--- src/rtl/mem_access_stage.sv ---
// Memory-access pipeline stage: issues one bus request per aligned load/store,
// extends load data, flags misaligned accesses and forwards results to EX.
module mem_access_stage #(
  parameter int PAYLOAD_W = 64,
  parameter bit ALE_EN    = 1'b1,
  parameter int DW        = 32
) (
  input  logic                 clk,
  input  logic                 rst,
  input  logic                 in_valid,
  output logic                 in_ready,
  input  logic                 flush,
  input  logic                 in_mem,
  input  logic                 in_store,
  input  logic [1:0]           in_size,
  input  logic                 in_uns,
  input  logic [31:0]          in_addr,
  input  logic [DW-1:0]        in_wdata,
  input  logic [4:0]           in_rd,
  input  logic                 in_gr_we,
  input  logic [PAYLOAD_W-1:0] in_side,
  output logic                 req,
  output logic                 wr,
  output logic [1:0]           size,
  output logic [DW/8-1:0]      wstrb,
  output logic [31:0]          addr,
  output logic [DW-1:0]        wdata,
  input  logic                 addr_ok,
  input  logic                 data_ok,
  input  logic [DW-1:0]        rdata,
  output logic                 out_valid,
  input  logic                 out_ready,
  output logic [4:0]           out_rd,
  output logic                 out_gr_we,
  output logic [DW-1:0]        out_data,
  output logic [PAYLOAD_W-1:0] out_side,
  output logic                 out_ale,
  output logic                 fwd_valid,
  output logic [4:0]           fwd_rd,
  output logic [DW-1:0]        fwd_data,
  output logic                 fwd_busy
);
  // state | meaning
  // IDLE  | no instruction held
  // REQ   | bus request asserted, waiting for addr_ok
  // WAIT  | address accepted, waiting for data_ok
  // HOLD  | result ready, presenting to WB
  typedef enum logic [1:0] {S_IDLE, S_REQ, S_WAIT, S_HOLD} state_t;

  localparam int BW = DW / 8;
  localparam int LW = $clog2(BW);

  state_t                state_q, state_d;
  logic                  cancel_q, cancel_d;
  logic                  mem_q, store_q, uns_q, gr_we_q, ale_q;
  logic [1:0]            size_q;
  logic [31:0]           addr_q;
  logic [DW-1:0]         wdata_q, result_q;
  logic [4:0]            rd_q;
  logic [PAYLOAD_W-1:0]  side_q;

  logic                  accept, capture_ld;
  logic [1:0]            in_size_eff;
  logic                  in_mis, in_ale;
  logic [DW-1:0]         alu_val, ld_val, shifted, mask;
  logic                  sgn;
  logic [LW-1:0]         off;
  logic [BW-1:0]         strb_base;

  // On a 32-bit datapath a doubleword request degenerates to a word
  always_comb begin
    in_size_eff = (DW == 32 && in_size == 2'd3) ? 2'd2 : in_size;
    case (in_size_eff)
      2'd1:    in_mis = in_addr[0];
      2'd2:    in_mis = |in_addr[1:0];
      2'd3:    in_mis = |in_addr[2:0];
      default: in_mis = 1'b0;
    endcase
    in_ale = ALE_EN && in_mem && in_mis;
    alu_val = '0;
    alu_val[31:0] = in_addr;
  end

  always_comb begin
    state_d    = state_q;
    cancel_d   = cancel_q;
    accept     = 1'b0;
    capture_ld = 1'b0;
    in_ready   = (state_q == S_IDLE) || ((state_q == S_HOLD) && out_ready);
    case (state_q)
      S_IDLE: begin
        if (!flush && in_valid) accept = 1'b1;
      end
      S_REQ: begin
        if (addr_ok && data_ok) begin
          state_d    = (cancel_q || flush) ? S_IDLE : S_HOLD;
          capture_ld = !(cancel_q || flush);
          cancel_d   = 1'b0;
        end else begin
          if (addr_ok) state_d = S_WAIT;
          cancel_d = cancel_q || flush;
        end
      end
      S_WAIT: begin
        if (data_ok) begin
          state_d    = (cancel_q || flush) ? S_IDLE : S_HOLD;
          capture_ld = !(cancel_q || flush);
          cancel_d   = 1'b0;
        end else begin
          cancel_d = cancel_q || flush;
        end
      end
      S_HOLD: begin
        if (flush) state_d = S_IDLE;
        else if (out_ready) begin
          if (in_valid) accept = 1'b1;
          else state_d = S_IDLE;
        end
      end
      default: state_d = S_IDLE;
    endcase
    if (accept) begin
      state_d  = (in_mem && !in_ale) ? S_REQ : S_HOLD;
      cancel_d = 1'b0;
    end
  end

  // Load path: shift the addressed lane down, then mask and extend
  always_comb begin
    off     = addr_q[LW-1:0];
    shifted = rdata >> {off, 3'b000};
    mask    = '0;
    sgn     = 1'b0;
    case (size_q)
      2'd0:    begin mask[7:0]  = '1; sgn = shifted[7];  end
      2'd1:    begin mask[15:0] = '1; sgn = shifted[15]; end
      2'd2:    begin mask[31:0] = '1; sgn = shifted[31]; end
      default: mask = '1;
    endcase
    ld_val = (shifted & mask) | ({DW{sgn & ~uns_q}} & ~mask);
  end

  always_comb begin
    strb_base = '0;
    case (size_q)
      2'd0:    begin strb_base[0] = 1'b1; wdata = {BW{wdata_q[7:0]}}; end
      2'd1:    begin strb_base[1:0] = '1; wdata = {(DW/16){wdata_q[15:0]}}; end
      2'd2:    begin strb_base[3:0] = '1; wdata = {(DW/32){wdata_q[31:0]}}; end
      default: begin strb_base = '1; wdata = wdata_q; end
    endcase
  end

  assign req       = (state_q == S_REQ);
  assign wr        = req && store_q;
  assign wstrb     = wr ? (strb_base << off) : '0;
  assign size      = size_q;
  assign addr      = addr_q;
  assign out_valid = (state_q == S_HOLD);
  assign out_rd    = rd_q;
  assign out_gr_we = gr_we_q && !ale_q;
  assign out_data  = result_q;
  assign out_side  = side_q;
  assign out_ale   = out_valid && ale_q;
  assign fwd_valid = (state_q != S_IDLE) && gr_we_q && !ale_q;
  assign fwd_rd    = rd_q;
  assign fwd_data  = result_q;
  assign fwd_busy  = mem_q && !store_q && ((state_q == S_REQ) || (state_q == S_WAIT));

  always_ff @(posedge clk) begin
    if (rst) begin
      state_q  <= S_IDLE;
      cancel_q <= 1'b0;
      mem_q    <= 1'b0;
      store_q  <= 1'b0;
      uns_q    <= 1'b0;
      gr_we_q  <= 1'b0;
      ale_q    <= 1'b0;
      size_q   <= 2'd0;
      addr_q   <= '0;
      wdata_q  <= '0;
      rd_q     <= '0;
      side_q   <= '0;
      result_q <= '0;
    end else begin
      state_q  <= state_d;
      cancel_q <= cancel_d;
      if (accept) begin
        mem_q    <= in_mem;
        store_q  <= in_store;
        uns_q    <= in_uns;
        gr_we_q  <= in_gr_we;
        ale_q    <= in_ale;
        size_q   <= in_size_eff;
        addr_q   <= in_addr;
        wdata_q  <= in_wdata;
        rd_q     <= in_rd;
        side_q   <= in_side;
        result_q <= alu_val;
      end else if (capture_ld) begin
        result_q <= ld_val;
      end
    end
  end
endmodule

--- config.mk ---
export PLATFORM = sky130hd
export DESIGN_NAME = mem_access_stage
export DESIGN_NICKNAME = d
export VERILOG_FILES = /design/src/rtl/mem_access_stage.sv
export SDC_FILE = /design/constraint.sdc
export NUM_CORES = 1
export LEC_CHECK = 0
export ABC_AREA = 1
export BUFFER_PORTS_ARGS = -buffer_cell sky130_fd_sc_hd__buf_2
export CORE_AREA = 2 2 151 153
export CTS_CLUSTER_DIAMETER = 120
export CTS_CLUSTER_SIZE = 20
export DETAILED_ROUTE_END_ITERATION = 10
export DIE_AREA = 0 0 153 155
export PLACE_DENSITY = 0.65
export SLEW_MARGIN = 15
export SYNTH_ARGS = -nofsm -noshare
export SYNTH_HDL_FRONTEND = slang
export SYNTH_SLANG_ARGS = --single-unit
--- constraint.sdc ---
create_clock -name clk -period 1.99 [get_ports clk]
set_input_delay 0.0995 -clock clk [delete_from_list [all_inputs] [get_ports clk]]
set_output_delay 0.0995 -clock clk [all_outputs]
set_load 0.01 [all_outputs]
* After elaboration in Yosys (flattened, before gate mapping)
Cells that the tools add are included.
** Storage, ports and cells
- Bits in registers :: 175
- Input bits :: 178
- Word-level logic and storage cells :: 97
- Output and inout port bits :: 216
** Operators by class
- Mux-type cells :: 32
- Equality and inequality tests :: 13
- Reductions and logical operators :: 31
- Shift-type cells :: 2
- Bitwise gates (word level) :: 6
** Operators with widths (number)
- $and 32x32->32 :: 2
- $mux 32 :: 2
- $pmux 32 s2 :: 1
- $not 32->32 :: 1
- $or 32x32->32 :: 1
- $shr 32x5->32 :: 1
- $mux 2 :: 11
- $mux 16 :: 1
- $eq 2x2->1 const B :: 6
- $logic_and 1x1->1 :: 12
- $mux 1 :: 9
- $mux 8 :: 1
- $eq 2x1->1 const B :: 3
- $pmux 1 s2 :: 3
- $pmux 1 s3 :: 2
- $pmux 2 s3 :: 1
- $reduce_bool 2->1 :: 3
- $reduce_or 2->1 :: 3
- $logic_not 1->1 :: 5
- $reduce_and 5->1 :: 1
- $logic_not 2->1 :: 2
- $mux 4 :: 1
- $ne 4x1->1 const B :: 1
- $ne 4x2->1 const B :: 1
- 8 further kinds :: 10

* Depth between registers and ports, before layout
Gate-level depths: netlist of run 1.
- Depth after elaboration :: 9
- Mapped depth :: 11
- Gate-level depth less buffers :: 10

* Least setup slack after synthesis of run 1
Ideal clock, no wire load.
- Path kind :: reg2reg
- Start point :: reg state_q[0]
- End point :: reg result_q[10], in the netlist fwd_data[10]
- Path buffers :: 1
- Cell stages (with the launch flop) :: 11
- Path slack :: 282 ps
- Period minus slack after synthesis :: 1708 ps
- Required time :: 1871 ps
- Arrival :: 1588 ps
- Path through :: dfxtp_1 -> inv_1 -> ha_1 -> inv_1 -> nor3_4 -> nor2_4 -> inv_4 -> buf_4 -> nand2_1 -> inv_1 -> a21oi_1
** On the way
- Word-level cells in the longest chain between the ends :: 3
- Elaborated cells on any way between the ends :: 8
- Classes of those cells :: eq/ne: 3; mux: 3; reduce/logical: 2
** Ends and longest elaborated chain
- from (decl) :: line 53 : state_t state_q, state_d;
- from (signal assigned) :: line 185 : state_q <= state_d;
- $eq 2x2->1, or another cell as far along :: line 90 : case (state_q)
- $pmux 1 s2 :: line 90
- $mux 32 / $reduce_bool 2->1 (equally long branches)
- to (signal assigned) :: line 198 : result_q <= alu_val;
- to (signal assigned) :: line 200 : result_q <= ld_val;
- to (decl) :: line 58 : logic [DW-1:0] wdata_q, result_q;
Parallel ways exist; a longest one is shown, timed or not.
A chain may end at the register's enable or synchronous reset.

* Worst setup path in the final report of run 1
- Start point :: reg state_q[0]
- End point :: reg result_q[9], in the netlist fwd_data[9]
The elaborated chain is that of the path after synthesis.

==> results.md, run 1 <==
Synthesis:
- The part of the Yosys area used for sequential elements is 0.4433.
- A synthesized cell averages 6.969 um^2.
- The cell count after synthesis is 1134.
- The total nets after synthesis is 1316.
- The number of distinct library cells after synthesis is 30.
- The total of warnings raised by yosys is 0.
- For this run, the leading register cell type out of synthesis is dfxtp_1.
- The number of storage elements in the synthesis netlist is 175.
- The portion of synthesized cell area occupied by the leading cell type is 0.4433.
- In this run, synthesis inferred 0 flip-flops with an integrated enable.
- The post-synthesis async set-or-reset flop share is 0.
- The cell area after technology mapping is 7903 um^2.
- By area the synthesized netlist is led by dfxtp_1, nand2_1, nor2_1, o21ai_0, buf_4.
- The largest total area in the synthesized netlist belongs to dfxtp_1.

Power:
- Of the total power, the clock network draws 0.244.
- The analysis attributes to net switching a power of 0.005513 W.
- Dividing total power by cell area gives a power density of 1152 nW/um^2.
- Of the total power, registers draw 0.350.
- The largest voltage drop on the vdd net is 0.0007263 V.
- For this design the static power due to leakage is 6.049 nW.
- Of the total power, combinational logic draws 0.406.
- Internal power comes to 0.008195 W.
- Of the total power, the share spent switching nets is 0.4022.
- Total power for the finished layout comes to 0.01371 W.

Setup path:
- The worst setup path is captured at a register.
- The arrival time reported for the critical path endpoint is 2.26 ns.
- The startpoint type of the worst setup path is a register.
- The type of the worst setup path is register to register.
- The data required time at the worst endpoint is 2.35 ns.
- The largest fanout on the critical path is 15.

Clocking:
- The clock transition at the registers of the reported paths is 0.08 ns.
- The number of buffers inserted during clock tree synthesis is 17.
- The number of buffers on the longest clock path is 2.
- The H-tree was split into 4 levels.
- The CTS tree is built.
- The later pin in the worst-skew pair is clocked with a latency of 0.43 ns.
- The cell sitting at the root of the clock tree is a clkbuf_16.
- For this design, the sink count on the clock tree is 175.

Timing:
- The relative max-transition margin is 0.7027.
- The achievable frequency is 0.5261 GHz.
- The clock arrives with 0.01498 ns of skew.
- Setup violations remaining at the end of the flow were counted as 0.
- The final-report max-slew violation count was 0.
- The number of hold-slack violations in the final timing report is 0.
- Dividing the final minimum period by the clock period gives 0.9551.
- The slew at the pin with the worst max-slew slack is 0.4454 ns.
- The routed design could run at a clock period as short as 1.901 ns.

Placed design:
- Counting tap cells, the placed design contains a total of 1718 instances.
- Buffers placed on the I/O ports in this run total 393.
- The congestion estimate from routability-driven global placement came to 0.8552.
- The detailed placement HPWL is 20180 um.

Global routing:
- The via count of the first global-routing pass is 8590.
- For this run the aggregate overflow at the end of global routing stands at 0.
- The met3 track demand over resource in global routing is 0.05460.
- The met1 demand-to-capacity share in global routing is 0.2739.
- The first global-routing pass estimated 44570 um of wire.
- In the global route stage, overall resource usage came out at 0.2328.
- The met2 demand-to-capacity share in global routing is 0.4209.
- After global routing, the most crowded layer is met2.
- The initial antenna violation count is 2.
- The largest net degree at the start of global routing is 73.

Route:
- The routed layout has 9041 vias.
- The count of nets left with antenna violations once routing finished came out at 0.
- The routed design has 28980 um of wire.
- The iteration-0 DRC count of the detailed router is 580.
- In the routed design, unresolved DRC markers number 0.
- Before antenna repair, the detailed router went through 5 iterations.
- The via density per instance is 4.779.
- In the final routed layout, each cell accounts on average for 15.32 um.

Cells and area:
- The count of placed standard cells in the final layout, fillers left out is 1892.
- The share of final-layout standard cells stronger than drive strength 1 is 0.3003.
- The synthesis-to-layout area growth is 50.59%.
- The number of nets in the layout is 1774.

Status:
- The flow ran to the end, and the final reports show no timing, DRC or antenna violations.

Floorplan:
- The die is 153 um wide.
- The die covers 23720 um^2.
- The floorplan has 55 rows.
- The standard cell core area is 22230 um^2.
- In this run the count of I/O pins placed on the die edge is 394.
- The vertical die dimension is 155 um.
- The starting density of the core is 0.3555.

Hold path:
- The worst min-delay path class is primary input to register.

Flow run:
- The max capacitance violation total is 0.
[power by group through the flow]
stage | combinational (W) | clock, W | sequential (W)
2_1_floorplan | 0.00330 | 0 | 0.00504
5_1_grt | 0.00619 | 0.00358 | 0.00489
4_1_cts | 0.00544 | 0.00344 | 0.00479
3_3_place_gp | 0.00515 | 0 | 0.00484
3_5_place_dp | 0.00520 | 0 | 0.00486
6_report | 0.00556 | 0.00334 | 0.00480
[state kept, by name, summed over array words and instances (netlist names)]
signal,flops
uns_q,1
size,2
cancel_q,1
wdata_q,32
fwd_data,32
fwd_rd,5
store_q,1
mem_q,1
addr,32
gr_we_q,1
state_q,2
ale_q,1
out_side,64
[final timing paths]
path,startpoint,endpoint,slack [ns],depth (start not counted)
worst min register to register,addr[17],addr[17],0.46,2
worst min-delay path,in_addr[7],addr[7],0.03,5
worst max-delay path,state_q[0],fwd_data[9],0.09,10
worst max register to register,state_q[0],fwd_data[9],0.09,10
[cell usage after synthesis (2+ instances only)]
library cell	instances
a21oi_1	65
a31o_2	7
buf_2	31
buf_4	50
buf_6	5
clkbuf_1	34
dfxtp_1	175
ha_1	4
inv_1	53
inv_2	4
nand2_1	264
nand3_1	60
nor2_1	206
nor2_2	3
nor3_1	3
o211ai_1	12
o21ai_0	135
o21ai_1	10
o22ai_1	2
[layout by cell type (no fill, tap or decap), drive strengths merged, types with 7 or more instances in the layout]
master         n
nand3         62
a21oi         65
clkbuf        18
dfxtp        175
buf          420
o21ai        145
nand2        264
a31o           7
nor2         210
clkinv         8
inv           66
dlygate4sd3  138
o211ai        12
[timing repair]
| action | in CTS | in global routing |
|---|---|---|
| gates cloned | 0 | 1 |
| gates resized for setup | 3 | 15 |
| setup buffers | 0 | 1 |
| pin swaps | 0 | 1 |
| hold buffers | 138 | 0 |
| setup endpoints to repair | 27 | 82 |
| endpoints found under the hold margin | 142 | 0 |
[logic make-up (layout without fill, tap and decap cells)]
kind of cell,Yosys count,after routing,synth area share
AND/OR/NAND/NOR,540,540,0.2725
AO/OA/AOI/OAI,236,236,0.1591
buffers and inverters,179,650,0.1187
other,0,2,0
adder cells (fa/ha/maj),4,4,0.006333
flip-flops,175,175,0.4433
[layout make-up]
class	instances	area [um^2]
clock buffer	17	425.4
multi-input combinational	780	3485
inverter	59	237.7
fill	2125	10330
tap	285	356.6
sequential	175	3507
antenna	2	5.005
timing repair buffer	559	3719
clock inverter	15	165.2
[critical path: stages, from the launching register on]
cell     delay (ns)
dfxtp_2        0.36
inv_1          0.07
ha_1           0.34
nor2_2         0.16
nand3_4        0.17
inv_6          0.15
buf_12         0.18
nand2_1        0.12
nand2_1        0.09
inv_1          0.04
a21oi_1        0.14
[metrics by stage]
stage	TNS [ns]	cell area, um^2	hold WS [ns]	worst slack, ns	util
floorplan	0	7903	0.2051	0.2824	-
global placement	0	9823	0.3453	0.04110	0.4419
detailed placement	-0.6384	9823	0.3418	-0.07118	0.4419
CTS	0	11800	0.01422	0.007758	0.5309
global route	-0.01130	11900	0.05035	-0.007227	0.5354
finish	0	11900	0.02753	0.08929	0.5354
[per-layer routing]
metal / up-vias / wire, um
met3: 50 / 1998
met2: 354 / 14350
li1: 4522 / -
met1: 4115 / 11900
met5: - / 0
met4: 0 / 731
(Power assumes the default switching activity.)
==> run 2: changes to the inputs <==
- BUFFER_PORTS_ARGS: -buffer_cell sky130_fd_sc_hd__buf_2 -> -buffer_cell sky130_fd_sc_hd__buf_4
- CORE_AREA: 2 2 151 153 -> 2 2 154 156
- DIE_AREA: 0 0 153 155 -> 0 0 156 158
- PLACE_DENSITY: 0.65 -> unset
- clock period: 1.99 -> 2.4 ns (I/O delays scaled with it)
==> run 2 against run 1 <==
  * Count of clock-buffer cells in the layout grew 1
  * Combinational power shrank 11%
  * Hold slack lost 0.014 ns
  * Clock power shrank 9.6%
  * Clock skew shrank 0.0061 ns
==> results.md, run 2 (synthesized netlist as in run 1, its figures left out) <==
Placed design:
- The routability-driven placement congestion ratio was 0.8562 (+0.12%).
- The detailed placement HPWL is 21340 um (+5.7%).
- The total of buffers placed on input and output ports is 393 (unchanged).
- The minimum setup slack after placement came to 0.2936 ns (+0.3647 ns).

Cells and area:
- The library cells used most frequently in the layout, excluding fill and tap cells, are buf_4, nand2_1, nor2_1.
- Compared with the post-synthesis result, the final layout area differs by 60.34%.
- The share of final-layout standard cells stronger than drive strength 1 is 0.2935 (-0.006785).
- The flip-flop count of the largest register after layout came to 64 (unchanged).
- The most common cell after layout, fill and taps aside is buf_4.
- The number of nets in the layout is 1760 (-0.79%).
- The post-layout utilization of the core is 0.5497 (+0.01428).
- The antenna diode count is 0 (-2).

Route:
- The residual DRC count came to 0 (unchanged).
- The antenna violation net count after detailed routing is 0 (unchanged).
- The number of detailed-routing iterations run before antenna repair came to 5 (unchanged).
- The iteration-0 DRC count of the detailed router is 535 (-7.8%).
- The detailed-route via count was 8964 (-0.85%).
- The wire length per cell is 15.88 um (+3.6%).
- The post-detailed-routing wire length is 29860 um (+3.0%).
- The via density per instance came to 4.766 (-0.27%).

Global routing:
- The total congestion overflow is 0 (unchanged).
- The largest net degree at the start of global routing came to 124 (+70%).
- The initial antenna violation count is 0 (-2).
- The via count of the first global-routing pass came to 8501 (-1.0%).
- The total global-route track usage is 0.2375 (+0.004745).
- The wire length of the first global-routing pass came to 45840 um (+2.8%).

Power:
- The leakage dissipation is 6.129 nW (+1.3%).
- The relative contribution of sequential cells to total power came to 0.335 (-0.015).
- The net switching fraction of the power is 0.3778 (-0.02442).
- The largest voltage drop on the vdd net was 0.0004258 V (-41%).
- The total power is 0.01197 W (-13%).
- The power per unit of standard cell area is 944.4 nW/um^2 (-18%).
- The clock share of power is 0.252 (+0.008).
- The part of the total power dissipated in combinational logic is 0.412 (+0.006).
- The cell internal power dissipation was 0.007446 W (-9.1%).
- The switching power is 0.004521 W (-18%).

Timing:
- The final-report max-slew violation count is 0 (unchanged).
- The relative max-transition margin is 0.6599 (-0.04284).
- Dividing the final minimum period by the clock period gives 0.9266.
- The final total negative setup slack is 0 ns (unchanged).
- Setup repair after global routing left no endpoint under its margin.
- The slew at the pin with the worst max-slew slack was 0.5102 ns (+0.06478 ns).
- The count of endpoints failing setup in the final report is 0 (unchanged).
- The final worst slack is 0.1761 ns (+0.08681 ns).
- The achievable frequency is 0.4497 GHz.
- The number of hold-slack violations in the final timing report is 0 (unchanged).
- The clock tree skew after final layout is 0.008893 ns (-0.006090 ns).
- The final critical path time including I/O delays and setup is 2.224 ns.

Clocking:
- The clock tree root driver cell is clkbuf_16.
- The cts-stage hold buffer count is 132 (-4.3%).
- The number of buffers on the longest clock path was 2 (unchanged).
- The number of buffers inserted during clock tree synthesis is 17 (unchanged).
- The clock sink count is 175 (unchanged).
- TritonCTS built the clock tree.
- The H-tree depth reported by CTS came to 4 (unchanged).
- The clock transition at the registers of the reported paths is 0.07 ns (about the same).
- The latest clock arrival within the worst-skew pair came to 0.43 ns (about the same).
- The number of setup buffers added after CTS is 0 (unchanged).
- The quantity of gates resized following cts is 0 (-3).

Floorplan:
- The die width is 156 um (+2.0%).
- The vertical die dimension came to 158 um (+1.9%).
- The starting density of the core is 0.3428 (-0.01272).
- The standard cell core area is 23050 um^2 (+3.7%).
- The number of placed I/O pins is 394 (unchanged).
- The full die area is 24650 um^2 (+3.9%).
- The placement row count is 56 (+1.8%).

Setup path:
- The critical path in this run is classified as register to primary output.
- In this run the worst setup path begins at size[1].
- The worst setup path is launched from a register.
- The largest fanout on the critical path is 13 (-2).
- Walking the worst path, the cells encountered are nor2_1 > buf_4 > inv_1 > o21ai_0 > nor2_1 > buf_4.
- The arrival time reported for the critical path endpoint is 2.10 ns (-0.16 ns).
- The endpoint type of the worst setup path is a primary output.
- The maximum cell stage delay along the critical path is 0.39 ns (+0.03 ns).
- The data required time at the worst endpoint is 2.28 ns (-0.07 ns).
- The worst register-to-register path begins at state_q[0].
- The slowest stage cell on the critical path is dfxtp_1.

Status:
- The flow ran to the end, and the final reports show no timing, DRC or antenna violations.

Hold path:
- The launch instance of the worst min-delay path is in_addr[10].
- The tightest min-delay check is of the primary input to register type.

Flow run:
- The max capacitance violation total came to 0 (unchanged).
-- run 2: worst paths after layout --
check	slack [ns]	end	cells after the start
worst max register to register	0.32	out_side[51]	9
worst min register to register	0.47	addr[10]	2
worst min-delay path	0.01	addr[10]	3
worst max-delay path	0.18	wstrb[3]	6
-- run 2: stage by stage --
step / cells / hold WS (ns) / area (um^2)
6_report: 1881 / 0.01323 / 12670
5_1_grt: 1881 / 0.007698 / 12670
4_1_cts: 1881 / 0.001999 / 12670
3_5_place_dp: 1717 / 0.3478 / 10720
3_3_place_gp: 1717 / 0.3462 / 10720
2_1_floorplan: 1134 / 0.2256 / 7903
-- run 2: worst max-delay path, delay by kind of cell (launching register included) --
kind | cells | cell delay [ns]
DFF | 1 | 0.39
buffers and inverters | 3 | 0.60
AOI/OAI and AO/OA | 1 | 0.29
and+or+nand+nor | 2 | 0.41
-- run 2: per-layer routing --
layer,track usage,part of all wire
met3,0.06324,0.082
met5,0,0
met2,0.4155,0.49
met4,0.06247,0.018
met1,0.2895,0.41
-- run 2: power groups by stage --
stage          Clock, W  Combinational [W]  Sequential [W]
3_3_place_gp          0            0.00474         0.00406
2_1_floorplan         0            0.00273         0.00418
3_5_place_dp          0            0.00478         0.00407
4_1_cts         0.00310            0.00497         0.00401
6_report        0.00302            0.00494         0.00401
5_1_grt         0.00324            0.00551         0.00409
-- run 2: cell type report --
cell class	count	area, um^2
fill	2225	10380
timing repair buffer	545	4472
sequential	175	3503
multi-input combinational	780	3473
clock buffer	18	439.2
tap	290	362.8
inverter	59	227.7
clock inverter	14	192.7
==> run 3: changes to the inputs <==
- REMOVE_ABC_BUFFERS: unset -> 1
==> run 3 against run 2 <==
  * Maximum frequency increased by 5.7%
  * Non-clock buffer count is 4 higher
  * Register-to-register slack worse by 0.02 ns
  * Clock skew up 0.0039 ns
  * Power decreased by 2.3%
  * Sequential power is essentially flat
  * Clock power decreased by 9.9%
  * Flip-flop and latch count did not move
  * Critical path depth increased by 4
  * Via count shrank 1.1%
  * Critical path type is now register to register
  * Critical endpoint is now fwd_data[13]
  * Largest power group unchanged
==> results.md, run 3 (synthesized netlist as in run 1, its figures left out) <==
Cells and area:
- The top cell types in the final layout, fill and taps aside, are buf_4, nand2_1, nor2_1.
- The count of placed standard cells in the final layout, fillers left out was 1884 (+0.16%).
- The synthesis-to-layout area growth came to 60.31% (about the same).
- The antenna diode count is 0 (unchanged).
- The number of nets in the layout is 1764 (+0.23%).
- The share of final-layout standard cells stronger than drive strength 1 is 0.2942 (+0.0007023).
- The flip-flop count of the largest register after layout is 64 (unchanged).
- The post-layout utilization of the core is 0.5496 (about the same).
- The most common cell after layout, fill and taps aside is buf_4.

Power:
- The leakage dissipation is 6.115 nW (-0.23%).
- The largest voltage drop on the vdd net was 0.0004351 V (+2.2%).
- The net switching fraction of the power is 0.3887 (+0.01097).
- The part of the total power dissipated in combinational logic is 0.424 (+0.012).
- The cell internal power dissipation is 0.007149 W (-4.0%).
- The total power is 0.01170 W (-2.3%).
- The power per unit of standard cell area came to 923.3 nW/um^2 (-2.2%).
- The relative contribution of sequential cells to total power is 0.343 (+0.008).
- The switching power came to 0.004547 W (+0.58%).
- The clock share of power was 0.233 (-0.019).

Floorplan:
- The placement row count is 56 (unchanged).
- The standard cell core area is 23050 um^2 (unchanged).
- The full die area came to 24650 um^2 (unchanged).
- The number of placed I/O pins is 394 (unchanged).
- The starting density of the core is 0.3428 (unchanged).
- The vertical die dimension is 158 um (unchanged).
- The die width came to 156 um (unchanged).

Route:
- The number of detailed-routing iterations run before antenna repair is 5 (unchanged).
- The iteration-0 DRC count of the detailed router came to 558 (+4.3%).
- The post-detailed-routing wire length was 29100 um (-2.5%).
- The via density per instance was 4.704 (-1.3%).
- The residual DRC count came to 0 (unchanged).
- The wire length per cell is 15.45 um (-2.7%).
- The antenna violation net count after detailed routing is 0 (unchanged).
- The detailed-route via count came to 8863 (-1.1%).

Timing:
- The final-report max-slew violation count was 0 (unchanged).
- The final critical path time including I/O delays and setup was 2.104 ns (-0.1195 ns).
- The final worst slack came to 0.2956 ns (+0.1195 ns).
- The count of endpoints failing setup in the final report came to 0 (unchanged).
- The final total negative setup slack is 0 ns (unchanged).
- The relative max-transition margin is 0.6299 (-0.02997).
- The number of hold-slack violations in the final timing report is 0 (unchanged).
- Setup repair after global routing left no endpoint under its margin.
- The achievable frequency is 0.4752 GHz (+5.7%).
- The slew at the pin with the worst max-slew slack is 0.5551 ns (+0.04495 ns).
- The clock tree skew after final layout was 0.01276 ns (+0.003869 ns).
- The final worst-path cycle share was 0.8768 (-0.04981).

Setup path:
- Traced cell by cell, the critical path runs through inv_1 > ha_1 > nor2_1 > nand3_4 > inv_4 > buf_4 > nand2_1 > nand2_1 > inv_1 > a21oi_1.
- The worst setup path is captured at a register.
- The data required time at the worst endpoint is 2.76 ns (+0.48 ns).
- The arrival time reported for the critical path endpoint came to 2.46 ns (+0.36 ns).
- The number of buffers and inverters on the critical path is 4 (+1).
- The type of the worst setup path is register to register.
- The maximum cell stage delay along the critical path came to 0.38 ns (about the same).
- STA classifies the critical path startpoint as a register.
- The largest fanout on the critical path is 38 (+25).
- The cell class contributing the biggest share of worst-path delay is buffers and inverters.
- Among all stages on the critical path, the largest delay is contributed by dfxtp_1.

Placed design:
- The total of buffers placed on input and output ports is 393 (unchanged).
- The routability-driven placement congestion ratio was 0.8147 (-4.8%).
- The minimum setup slack after placement was 0.3233 ns (+0.02973 ns).
- The number of cells after detailed placement is 1719 (+0.12%).
- The detailed placement HPWL was 20290 um (-4.9%).

Clocking:
- The number of buffers inserted during clock tree synthesis is 17 (unchanged).
- The latest clock arrival within the worst-skew pair is 0.43 ns (about the same).
- The clock transition at the registers of the reported paths is 0.08 ns (about the same).
- The number of buffers on the longest clock path was 2 (unchanged).
- The CTS tree is built.
- The number of setup buffers added after CTS is 0 (unchanged).
- The clock sink count was 175 (unchanged).
- The H-tree depth reported by CTS is 4 (unchanged).
- The clock tree root driver cell is clkbuf_16.

Flow run:
- The max capacitance violation total is 0 (unchanged).

Global routing:
- The via count of the first global-routing pass is 8276 (-2.6%).
- The total congestion overflow came to 0 (unchanged).
- The initial antenna violation count is 0 (unchanged).
- The total global-route track usage was 0.2282 (-0.009268).
- The largest net degree at the start of global routing is 121 (-2.4%).
- The wire length of the first global-routing pass is 44530 um (-2.8%).

Hold path:
- The worst hold path belongs to the class primary input to register.

Status:
- The flow ran to the end, and the final reports show no timing, DRC or antenna violations.
==> run 3: timing repair <==
action | CTS | global route
resized for setup | 0 | 1
hold endpoints to repair | 135 | 0
hold buffers | 134 | 0
setup endpoints to repair | 0 | 2
==> run 3: worst paths after layout <==
kind / cells after the start / slack, ns / from / to
hold / removal: 5 / 0.02 / in_addr[7] / addr[7]
setup reg to reg: 10 / 0.30 / state_q[0] / fwd_data[13]
hold reg to reg: 2 / 0.47 / addr[21] / addr[21]
setup / recovery: 10 / 0.30 / state_q[0] / fwd_data[13]
==> run 3: area by class of cell <==
| cell class | count | area (um^2) |
|---|---|---|
| Tap cell | 290 | 362.8 |
| Inverter | 59 | 229.0 |
| Fill cell | 2225 | 10380 |
| Sequential cell | 175 | 3503 |
| Clock inverter | 14 | 147.6 |
| Multi-Input combinational cell | 780 | 3481 |
| Clock buffer | 17 | 425.4 |
| Timing Repair Buffer | 549 | 4519 |
==> run 3: power groups by stage <==
stage,logic [W],clock network (W),registers (W)
floorplan,0.00215,0,0.00432
global placement,0.00477,0,0.00405
detailed placement,0.00481,0,0.00406
CTS,0.00500,0.00279,0.00401
global route,0.00553,0.00291,0.00409
finish,0.00496,0.00272,0.00401
==> run 3: worst min-delay path: stages <==
cell	delay, ns
buf_4	0.10
inv_1	0.04
nor2_1	0.05
nand2_1	0.05
nand2_1	0.04
==> run 3: per-layer routing <==
layer,share of wire,global-route usage,vias to the layer above
met5,0,0,-
met1,0.42,0.2831,3999
met4,0.025,0.08126,0
li1,-,-,4482
met2,0.49,0.3885,338
met3,0.071,0.05338,44
==> run 3: stage by stage <==
stage	instance area, um^2	hold WS [ns]
floorplan	7188	0.1891
global placement	10750	0.3677
detailed placement	10750	0.3595
CTS	12660	0.007802
global route	12670	0.03853
finish	12670	0.02221
